File: src/rtl/fp_add_seq.sv
// Self-sequenced floating-point adder/subtractor (flush-to-zero, round-to-nearest-even).
// The caller raises start with the operands and waits for the one-cycle done pulse.
module fp_add_seq #(
  parameter int EXP_W = 8,
  parameter int MAN_W = 23
) (
  input  logic                     clock,
  input  logic                     reset,
  input  logic                     start,
  input  logic                     op_sub,
  input  logic [EXP_W+MAN_W:0]     operando_a,
  input  logic [EXP_W+MAN_W:0]     operando_b,
  output logic                     busy,
  output logic                     done,
  output logic [EXP_W+MAN_W:0]     resultado,
  output logic                     overflow,
  output logic                     underflow
);
  localparam int W  = EXP_W + MAN_W + 1;
  localparam int FW = MAN_W + 4;  // hidden, fraction, guard, round, sticky
  localparam logic [EXP_W:0] EMAX = {1'b0, {EXP_W{1'b1}}};
  localparam logic [EXP_W:0] EONE = {{EXP_W{1'b0}}, 1'b1};

  typedef enum logic [2:0] {IDLE, UNPACK, ALIGN, ADD, NORM, ROUND, FIN} state_t;

  state_t           state;
  logic [W-1:0]     a_r, b_r, res_pend;
  logic             sub_r, sx, eff_sub;
  logic [EXP_W:0]   ex, ey;
  logic [FW-1:0]    mx, my;
  logic [FW:0]      s;

  // Operand decode
  logic               sa, sb;
  logic [EXP_W-1:0]   ea, eb;
  logic [MAN_W-1:0]   fa, fb;
  logic               a_zero, b_zero, a_inf, b_inf, a_nan, b_nan, a_ge_b;
  logic [FW-1:0]      siga, sigb;

  assign sa     = a_r[W-1];
  assign sb     = b_r[W-1] ^ sub_r;
  assign ea     = a_r[W-2:MAN_W];
  assign eb     = b_r[W-2:MAN_W];
  assign fa     = a_r[MAN_W-1:0];
  assign fb     = b_r[MAN_W-1:0];
  assign a_zero = ~|ea;
  assign b_zero = ~|eb;
  assign a_nan  = (&ea) & (|fa);
  assign b_nan  = (&eb) & (|fb);
  assign a_inf  = (&ea) & ~(|fa);
  assign b_inf  = (&eb) & ~(|fb);
  assign a_ge_b = {ea, fa} >= {eb, fb};
  assign siga   = a_zero ? '0 : {1'b1, fa, 3'b000};
  assign sigb   = b_zero ? '0 : {1'b1, fb, 3'b000};

  logic         spec_hit;
  logic [W-1:0] spec_res;

  always_comb begin
    spec_hit = 1'b1;
    spec_res = '0;
    if (a_nan || b_nan || (a_inf && b_inf && (sa != sb)))
      spec_res = {1'b0, {EXP_W{1'b1}}, 1'b1, {(MAN_W-1){1'b0}}};
    else if (a_inf)
      spec_res = {sa, {EXP_W{1'b1}}, {MAN_W{1'b0}}};
    else if (b_inf)
      spec_res = {sb, {EXP_W{1'b1}}, {MAN_W{1'b0}}};
    else if (a_zero && b_zero)
      spec_res = {sa & sb, {(W-1){1'b0}}};
    else
      spec_hit = 1'b0;
  end

  // Alignment shifter with sticky collection
  logic [31:0]   d;
  logic [FW-1:0] sh, lost_mask, aligned;
  logic          sh_st;

  assign d = 32'(ex) - 32'(ey);

  always_comb begin
    sh        = '0;
    lost_mask = '0;
    sh_st     = |my;
    if (d < 32'(FW)) begin
      sh        = my >> d;
      lost_mask = ~({FW{1'b1}} << d);
      sh_st     = |(my & lost_mask);
    end
    aligned = {sh[FW-1:1], sh[0] | sh_st};
  end

  logic [FW:0] sum;
  assign sum = eff_sub ? ({1'b0, mx} - {1'b0, my}) : ({1'b0, mx} + {1'b0, my});

  // Rounding
  logic [MAN_W:0]   mant;
  logic [MAN_W+1:0] rnd;
  logic             inc, ovf_r;
  logic [EXP_W:0]   e_r;
  logic [MAN_W-1:0] frac_r;

  assign mant   = s[FW-1:3];
  assign inc    = s[2] & (s[1] | s[0] | mant[0]);
  assign rnd    = {1'b0, mant} + {{(MAN_W+1){1'b0}}, inc};
  assign e_r    = rnd[MAN_W+1] ? ex + 1'b1 : ex;
  assign frac_r = rnd[MAN_W+1] ? rnd[MAN_W:1] : rnd[MAN_W-1:0];
  assign ovf_r  = e_r >= EMAX;

  always_ff @(posedge clock or posedge reset) begin
    if (reset) begin
      state     <= IDLE;
      a_r       <= '0;
      b_r       <= '0;
      sub_r     <= 1'b0;
      sx        <= 1'b0;
      eff_sub   <= 1'b0;
      ex        <= '0;
      ey        <= '0;
      mx        <= '0;
      my        <= '0;
      s         <= '0;
      res_pend  <= '0;
      busy      <= 1'b0;
      done      <= 1'b0;
      resultado <= '0;
      overflow  <= 1'b0;
      underflow <= 1'b0;
    end else begin
      done <= 1'b0;
      case (state)
        IDLE: if (start) begin
          a_r   <= operando_a;
          b_r   <= operando_b;
          sub_r <= op_sub;
          busy  <= 1'b1;
          state <= UNPACK;
        end
        UNPACK: begin
          if (spec_hit) begin
            res_pend <= spec_res;
            state    <= FIN;
          end else begin
            sx      <= a_ge_b ? sa : sb;
            eff_sub <= sa ^ sb;
            ex      <= {1'b0, a_ge_b ? ea : eb};
            ey      <= {1'b0, a_ge_b ? eb : ea};
            mx      <= a_ge_b ? siga : sigb;
            my      <= a_ge_b ? sigb : siga;
            state   <= ALIGN;
          end
        end
        ALIGN: begin
          my    <= aligned;
          state <= ADD;
        end
        ADD: begin
          if (sum == '0) begin
            res_pend <= '0;
            state    <= FIN;
          end else begin
            s     <= sum;
            state <= NORM;
          end
        end
        NORM: begin
          if (s[FW]) begin
            s     <= {1'b0, s[FW:2], s[1] | s[0]};
            ex    <= ex + 1'b1;
            state <= ROUND;
          end else if (s[FW-1]) begin
            state <= ROUND;
          end else if (ex == EONE) begin
            // The next shift would need a subnormal exponent: flush.
            resultado <= {sx, {(W-1){1'b0}}};
            overflow  <= 1'b0;
            underflow <= 1'b1;
            done      <= 1'b1;
            busy      <= 1'b0;
            state     <= IDLE;
          end else begin
            s  <= s << 1;
            ex <= ex - 1'b1;
          end
        end
        ROUND: begin
          resultado <= ovf_r ? {sx, {EXP_W{1'b1}}, {MAN_W{1'b0}}}
                             : {sx, e_r[EXP_W-1:0], frac_r};
          overflow  <= ovf_r;
          underflow <= 1'b0;
          done      <= 1'b1;
          busy      <= 1'b0;
          state     <= IDLE;
        end
        FIN: begin
          // Holding one cycle keeps resultado stable until done fires.
          resultado <= res_pend;
          overflow  <= 1'b0;
          underflow <= 1'b0;
          done      <= 1'b1;
          busy      <= 1'b0;
          state     <= IDLE;
        end
        default: state <= IDLE;
      endcase
    end
  end
endmodule

File: config.mk
export PLATFORM = sky130hd
export DESIGN_NAME = fp_add_seq
export DESIGN_NICKNAME = d
export VERILOG_FILES = /design/src/rtl/fp_add_seq.sv
export SDC_FILE = /design/constraint.sdc
export NUM_CORES = 1
export LEC_CHECK = 0
export CELL_PAD_IN_SITES_DETAIL_PLACEMENT = 1
export CELL_PAD_IN_SITES_GLOBAL_PLACEMENT = 2
export CORE_MARGIN = 2
export CORE_UTILIZATION = 37
export DETAILED_ROUTE_END_ITERATION = 12
export PLACE_DENSITY_LB_ADDON = 0.05
export RECOVER_POWER = 100
export SLEW_MARGIN = 5
export SYNTH_ARGS = -nofsm -noshare
export SYNTH_HDL_FRONTEND = slang
export SYNTH_SLANG_ARGS = --single-unit
File: constraint.sdc
create_clock -name clock -period 8.8 [get_ports clock]
set_input_delay 1.32 -clock clock [delete_from_list [all_inputs] [get_ports clock]]
set_output_delay 1.32 -clock clock [all_outputs]
set_load 0.02 [all_outputs]
; Word-level counts from Yosys, hierarchy flattened
; Index checks and enable logic that the tools add are counted.
[totals]
regBits = 237
latch_bits = 0
ramBits = 0
romBits = 0
in_bits = 68
word_cells = 161
n_memories = 0
[classes]
n_addsub = 6
mul = 0
div = 0
magnitude_cmp = 3
n_eq_ne = 19
shift = 2
n_mux = 61
n_bitwise = 16
n_reduce_logical = 36
[ops]
columns = operator, n
row1 = two-way mux 32 bit, 9
row2 = two-way mux 27 bit, 9
row3 = case mux 32 bit (3 select lines), 1
row4 = case mux 32 bit (2 select lines), 1
row5 = two-way mux 28 bit, 2
row6 = case mux 28 bit (2 select lines), 1
row7 = case mux 27 bit (2 select lines), 1
row8 = OR reduction 27 bit, 2
row9 = OR reduction 23 bit, 2
row10 = two-way mux 9 bit, 5
row11 = "< comparator 32 x 5 -> 1 bit, second input constant", 1
row12 = "<< shifter 27 x 32 -> 27 bit, first input constant", 1
row13 = right shift 27 x 32 -> 27 bit, 1
row14 = greater-or-equal comparator 31 bit, 1
row15 = two-way mux 31 bit, 1
row16 = adder 27 x 27 -> 28 bit, 1
row17 = logical NOT 28 bit, 1
row18 = subtractor 27 x 27 -> 28 bit, 1
row19 = bitwise AND 27 bit, 1
row20 = NOT 27 bit, 1
row21 = adder 24 x 1 -> 25 bit, 1
row22 = two-way mux 23 bit, 1
row23 = case mux 9 bit (2 select lines), 1
row24 = two-way mux 1 bit, 16
row25 = 35 further kinds, 81

; Depth between registers and ports, before layout
; Gate-level depths: netlist of run 1.
[depth]
word_depth = 9
depth_mapped = 22

; Worst setup path after synthesis of run 1
; OpenSTA, ideal clock, no wires.
[synth_path]
kind = register to register
from = register my[0]
to = register s[10]
setup_ps = 125
t_arrival_ps = 5020
slack_ps = 3655
path_stages_with_launch = 21
period_less_slack_ps = 5145
path_cell_list = dfrtp_1 inv_1 ha_1 nor2b_1 nand2_1 nor4_1 and2_1 a21oi_1 xnor2_1 ha_1 nand2_1 o21ai_0 nor3_1 a221oi_1 xnor2_1 or4b_1 or4_4 nor4_4 a211oi_4 buf_6 mux2_4
[synth_between]
elab_chain_len = 5
elab_cells_between_ends = 8
[synth_lines]
columns = element, line
row1 = start: declaration, 30  ; logic [FW-1:0] mx, my;
row2 = start signal: assignment, 149  ; my <= a_ge_b ? sigb : siga;
row3 = start signal: assignment, 154  ; my <= aligned;
row4 = adder 27 x 27 -> 28 bit or subtractor 27 x 27 -> 28 bit (tied branches), 94  ; assign sum = eff_sub ? ({1'b0, mx} - {1'b0, my}) : ({1'b0, mx} + {1'b0, my});
row5 = two-way mux 28 bit (*), 94
row6 = logical NOT 28 bit, 158  ; if (sum == '0) begin
row7 = inequality test 2 bit (no line), -
row8 = AND reduction 4 bit (no line), -
row9 = end signal: assignment, 162  ; s <= sum;
row10 = end signal: assignment, 168  ; s <= {1'b0, s[FW:2], s[1] | s[0]};
row11 = end signal: assignment, 182  ; s <= s << 1;
row12 = end: declaration, 31  ; logic [FW:0] s;
; Every way passes the cells marked *; elsewhere a longest branch is shown, timed or not. The select of a mux whose other input is x is not followed.
; A chain may end at the register's enable or synchronous reset.

; Worst setup path after layout of run 1
[layout_path]
from = register my[0]
to = register s[11]
; Same word-level chain as after synthesis.

==> flow_metrics.tcl, run 1 <==
set metrics [dict create \
    endpoint_kind "flip-flop" \
    grt_max_degree 91 \
    dieWidth_um 208.6 \
    postSynthCellCount 1858 \
    drc 0 \
    finalCritPeriodShare_pct 81.18 \
    grt_pass1_vias 15002 \
    num_io_pins 104 \
    status "finished with violations" \
    worstSetupPathType "flip-flop to flip-flop" \
    numCtsBuffers 26 \
    yosysTopAreaCell "dfrtp_1" \
    first_pass_iters 5 \
    grt_pass1_wl_um 90350 \
    finalSetupViolations 0 \
    grt_setup_unrepaired "no" \
    crit_fanout 14 \
    critPathLaunchType "flip-flop" \
    ys_ff_latch 205 \
    cp.required_ns 9.24 \
    cp.arrival_ns 7.58 \
    cts_hold_buf 0 \
    r2r_end "s[11]" \
    ant_nets 0 \
    ys.flop_type "dfrtp_1" \
    cp-startpoint "my[0]" \
    wl_per_cell_um 23.84 \
    cap_violations 5 \
    antenna_found_initial 4 \
    cts_sinks 205 \
    worst_pin_slew_ns 3.623 \
    multi_input_area_sq_um 9520 \
    maxClockFrequency_ghz 0.1400 \
    final_common_cell "nand2_1" \
    violations "capacitance limit, slew limit" \
    yosysUniqueCellTypes 84 \
    fin_tns_setup_ns 0 \
    async_flop_share_pct 100.0 \
    fin_worst_skew_ns 0.01544 \
    rows 74 \
    relSlewSlack_pct -141.5 \
    postRouteWirelength_um 57970 \
    syn_nets 1996 \
    r2r_slack_ns 1.66 \
    die-area_sq_um 43510 \
    synth_top_area_share_pct 33.12 \
    ff_latch_area_sq_um 5130 \
    r2r-start "my[0]" \
    ys_seq_area_share_pct 33.12 \
    max-clock-path-buffers 3 \
    overflow 0 \
    clock_latency_ns 0.57 \
    final_cell_mix "nand2_1, dfrtp_1, nor2_1" \
    die_h_um 208.6 \
    syn_avg_cell_area_sq_um 8.336 \
    final_layout_size_suffix_gt1_share_pct 7.895 \
    portBuffers 103 \
    core_area_sq_um 41110 \
    final_nets 2019 \
    grt.total_usage_pct 26.41 \
    dp_hpwl_um 43560 \
    synth.area.top_cells "dfrtp_1, nand2_1, ha_1" \
    syn_area_sq_um 15490 \
    antenna_cells 0 \
    n_fill_cell 4880 \
    cts_tree "done" \
    ff2ff_path_depth 20 \
    area_delta_synth_final_pct 14.15 \
    vias_per_cell 6.025 \
    synth_warnings 0 \
    hp-class "flip-flop to flip-flop" \
    drv_slew 308 \
    vias 14653 \
    period_minus_slack_ns 7.143 \
    finalHoldViolations 0 \
    post_cts_buffers 0 \
    post_cts_resized 0 \
    cts.reportedPaths.clkPinSlew_ns 0.06 \
    endpoint "s[11]" \
    routabilityCongestion 0.8846 \
    h-tree-depth 1 \
    initial_core_util_pct 37.68 \
    synth_edf_count 0 \
    drt_iter0_markers 920 \
    clockRootBuffer "clkbuf_16" \
]
==> worst min-delay path by stage <==
stage | from | endpoint | cells after the start
after global routing | resultado[28] | resultado[28] | 2
after floorplan | sx | sx | 2
after CTS | resultado[28] | resultado[28] | 2
after detailed placement | resultado[28] | resultado[28] | 2
after global placement | busy | busy | 1
final | resultado[28] | resultado[28] | 2
==> worst max-delay path: stages (launching register included) <==
cell      delay [ns]
dfrtp_1         0.48
inv_1           0.20
ha_1            0.27
nor2b_1         0.39
nand2_1         0.16
nor4_1          0.45
and2_0          0.27
a21oi_1         0.10
xnor2_1         0.14
ha_1            0.42
nand2_1         0.10
o21ai_0         0.30
nor3_1          0.10
a221oi_1        0.64
xnor2_1         0.24
or4b_1          0.44
or4_1           0.46
nor4_1          0.64
a211oi_4        0.28
clkbuf_1        0.46
mux2_1          0.46
==> flip-flops by register name (all words and copies together) (netlist names), 3 cells and up <==
signal and cells:
res_pend 3, a_r 32, mx 24, state 3, s 28, resultado 32
my 27, b_r 32, ex 9, ey 8
==> Yosys cell counts (all sizes together), types with 10 or more instances <==
library cell  count
nand2b           15
mux2             66
nor4             28
a31oi            40
mux2i            35
nor3             36
ha               69
a22o             12
and2             11
nand4            39
nor2            148
dfrtp           205
nor2b            15
xnor2            56
mux4             13
nand3            90
xor2             28
o221ai           10
a221oi           29
a211oi           20
nand2           238
a21oi           120
a21o             19
a22oi            10
o211ai           30
and3             14
clkbuf          125
inv              67
o21ai           135
buf              10
==> routing by layer <==
layer  wire (um)  GRT usage [%]  share of wire (%)
met5          55              0              0.095
met4        1906          7.906                3.3
met3        3044          4.749                5.3
met2       25770          41.07                 44
met1       27200          37.45                 47
==> final cells by class <==
class	instances	area share [%]
Multi-Input combinational cell	1451	53.85
Sequential cell	205	29.01
Timing Repair Buffer	130	6.786
Clock inverter	10	0.8492
Inverter	67	1.429
Clock buffer	37	4.310
Tap cell	532	3.765
==> cells by family (layout without fill, tap and decap cells) <==
family	count (synthesis)	count (layout)	share of synthesized area, %
flops	205	205	33.12
buf+inv	202	244	5.057
xor+xnor	84	84	4.750
compound gates	502	502	21.12
mux	114	114	9.411
simple gates	680	680	20.78
fa+ha+maj	71	71	5.768
==> stage by stage <==
| step | util, % | hold slack [ns] | setup slack [ns] | cells | instance area (sq um) |
|---|---|---|---|---|---|
| after CTS | 43.35 | 0.4833 | 2.365 | 2432 | 17820 |
| after detailed placement | 41.13 | 0.4685 | 2.380 | 2385 | 16910 |
| after floorplan | - | 0.4496 | 1.884 | 1858 | 15490 |
| after global placement | 41.13 | 0.4621 | 2.622 | 2385 | 16910 |
| final | 43.01 | 0.4694 | 1.657 | 2432 | 17680 |
| after global routing | 43.01 | 0.5175 | 1.039 | 2432 | 17680 |
Power of run 1 is not shown: default switching activity piles up to over one toggle a cycle in this logic, so the estimate is an artifact.
==> run 2: changes to the inputs <==
==> constraint.sdc (replaced) <==
create_clock -name clock -period 7.3 [get_ports clock]
set_input_delay 1.095 -clock clock [delete_from_list [all_inputs] [get_ports clock]]
set_output_delay 1.095 -clock clock [all_outputs]
set_load 0.02 [all_outputs]
==> run 2 against run 1 <==
  * The flow still finishes with violations (capacitance limit, slew limit)
  * Via count grew 0.30%
  * Global-route usage up 0.16 points
  * Fmax grew 12%
  * Worst setup slack worse by 0.76 ns
  * Cell count about the same
  * Register-to-register slack worse by 0.76 ns
  * Sequential share of layout area fell by 0.088 points
  * Hold slack improved by 0.0058 ns
  * Core utilization grew 0.13 points
  * Design area rose by 0.30%
  * Routed wire length is 0.60% higher
  * Critical path type unchanged
  * Critical endpoint is now s[1]
==> flow_metrics.tcl, run 2 (synthesized netlist as in run 1, its figures left out) <==
set metrics [dict create \
    maxClockFrequency_ghz 0.1563 \
    final_layout_size_suffix_gt1_share_pct 8.154 \
    worstSetupPathType "flip-flop to flip-flop" \
    portBuffers 103 \
    utilization_pct 43.14 \
    rows 74 \
    place_area_sq_um 16910 \
    drt_iter0_markers 967 \
    cts_sinks 205 \
    finalHoldViolations 0 \
    final_common_cell "nand2_1" \
    crit_fanout 25 \
    clockRootBuffer "clkbuf_16" \
    area_delta_synth_final_pct 14.50 \
    grt_setup_unrepaired "no" \
    grt_pass1_wl_um 90970 \
    status "finished with violations" \
    cp.arrival_ns 6.82 \
    initial_core_util_pct 37.68 \
    routabilityCongestion 0.9127 \
    violations "capacitance limit, slew limit" \
    post_cts_resized 0 \
    overflow 0 \
    first_pass_iters 5 \
    antenna_found_initial 1 \
    wl_per_cell_um 23.96 \
    ant_nets 0 \
    vias 14697 \
    fin_tns_setup_ns 0 \
    crit_chain "inv_1 -> ha_1 -> nor2b_1 -> nand2_1 -> nor4_1 -> and2_0 -> a21oi_1 -> xnor2_1 -> ha_1 -> nand2_1 -> o21ai_0 -> nor3_1 -> a221oi_1 -> xnor2_1 -> or4b_1 -> or4_1 -> nor4_4 -> a211oi_4 -> buf_4 -> mux2_1" \
    grt_max_degree 99 \
    die-area_sq_um 43510 \
    final_cell_area_sq_um 17730 \
    cts.reportedPaths.clkPinSlew_ns 0.06 \
    grt_pass1_vias 14851 \
    fin_cells 2434 \
    grt.total_usage_pct 26.57 \
    drc 0 \
    numPlacedInstances 2385 \
    dieWidth_um 208.6 \
    fin_worst_skew_ns 0.02119 \
    top_regs "a_r: 32 flops, b_r: 32 flops, resultado: 32 flops" \
    relSlewSlack_pct -176.8 \
    core_area_sq_um 41110 \
    endpoint_kind "flip-flop" \
    cts_tree "done" \
    drv_slew 394 \
    vias_per_cell 6.038 \
    h-tree-depth 1 \
    cp.required_ns 7.72 \
    cp_slowest_cell "a221oi_1" \
    post_cts_buffers 0 \
    cts_hold_buf 0 \
    max-clock-path-buffers 3 \
    postRouteWirelength_um 58320 \
    worst_pin_slew_ns 4.152 \
    hp-class "flip-flop to flip-flop" \
    dp_hpwl_um 43770 \
    period_minus_slack_ns 6.400 \
    die_h_um 208.6 \
    slowest_delay_ns 0.59 \
    finalCritPeriodShare_pct 87.67 \
    clock_latency_ns 0.56 \
    final_cell_mix "nand2_1, dfrtp_1, nor2_1" \
    num_io_pins 104 \
    final_nets 2019 \
    cap_violations 6 \
    finalSetupViolations 0 \
    numCtsBuffers 26 \
    critPathLaunchType "flip-flop" \
]
[run 2: cell types whose count changed in the layout (fill, tap and decap cells not counted), sizes merged]
cell	delta
bufinv	+1
diode	+1
clkbuf	-3
clkinvlp	+3
[run 2: path summary, 6_finish.rpt]
check | startpoint | endpoint | slack, ns | cells after the start
worst max-delay path | my[0] | s[1] | 0.90 | 20
worst min-delay path | resultado[21] | resultado[21] | 0.48 | 2
worst min register to register | resultado[21] | resultado[21] | 0.48 | 2
max in group asynchronous | reset | s[23] | 2.38 | 3
min in group asynchronous | reset | a_r[27] | 2.00 | 2
worst max register to register | my[0] | s[1] | 0.90 | 20
[run 2: critical path: cells and delay by family (launching register included)]
family | cells | cell delay, ns
adder cells (fa/ha/maj) | 2 | 0.67
buffers and inverters | 2 | 0.48
flip-flops | 1 | 0.49
multiplexers | 1 | 0.36
AND/OR/NAND/NOR | 9 | 2.72
XOR/XNOR | 2 | 0.42
AO/OA/AOI/OAI | 4 | 1.11
[run 2: stage by stage]
stage                     setup WS (ns)  hold WS (ns)
after detailed placement         0.9833        0.4698
after global placement            1.232        0.4620
final                            0.9004        0.4751
after global routing             0.1664        0.5157
after floorplan                  0.6092        0.4496
after CTS                        0.9684        0.4858
[run 2: final cells by class]
class | instances | area, sq um
flip-flops and latches | 205 | 5130
inverters | 67 | 252.7
repair buffers | 130 | 1202
diodes | 1 | 2.502
fillers | 4864 | 23370
clock inverters | 14 | 185.2
multi-input cells | 1451 | 9534
well taps | 532 | 665.6
clock buffers | 34 | 762.0
[run 2: per-layer routing]
layer,vias to the layer above,share of wire [%],global-route usage (%)
met5,-,0.022,0
met4,2,2.4,6.921
met3,77,5.4,4.418
met2,343,45,41.21
met1,7430,47,38.39
li1,6845,-,-
Power of run 2 is left out for the same reason.
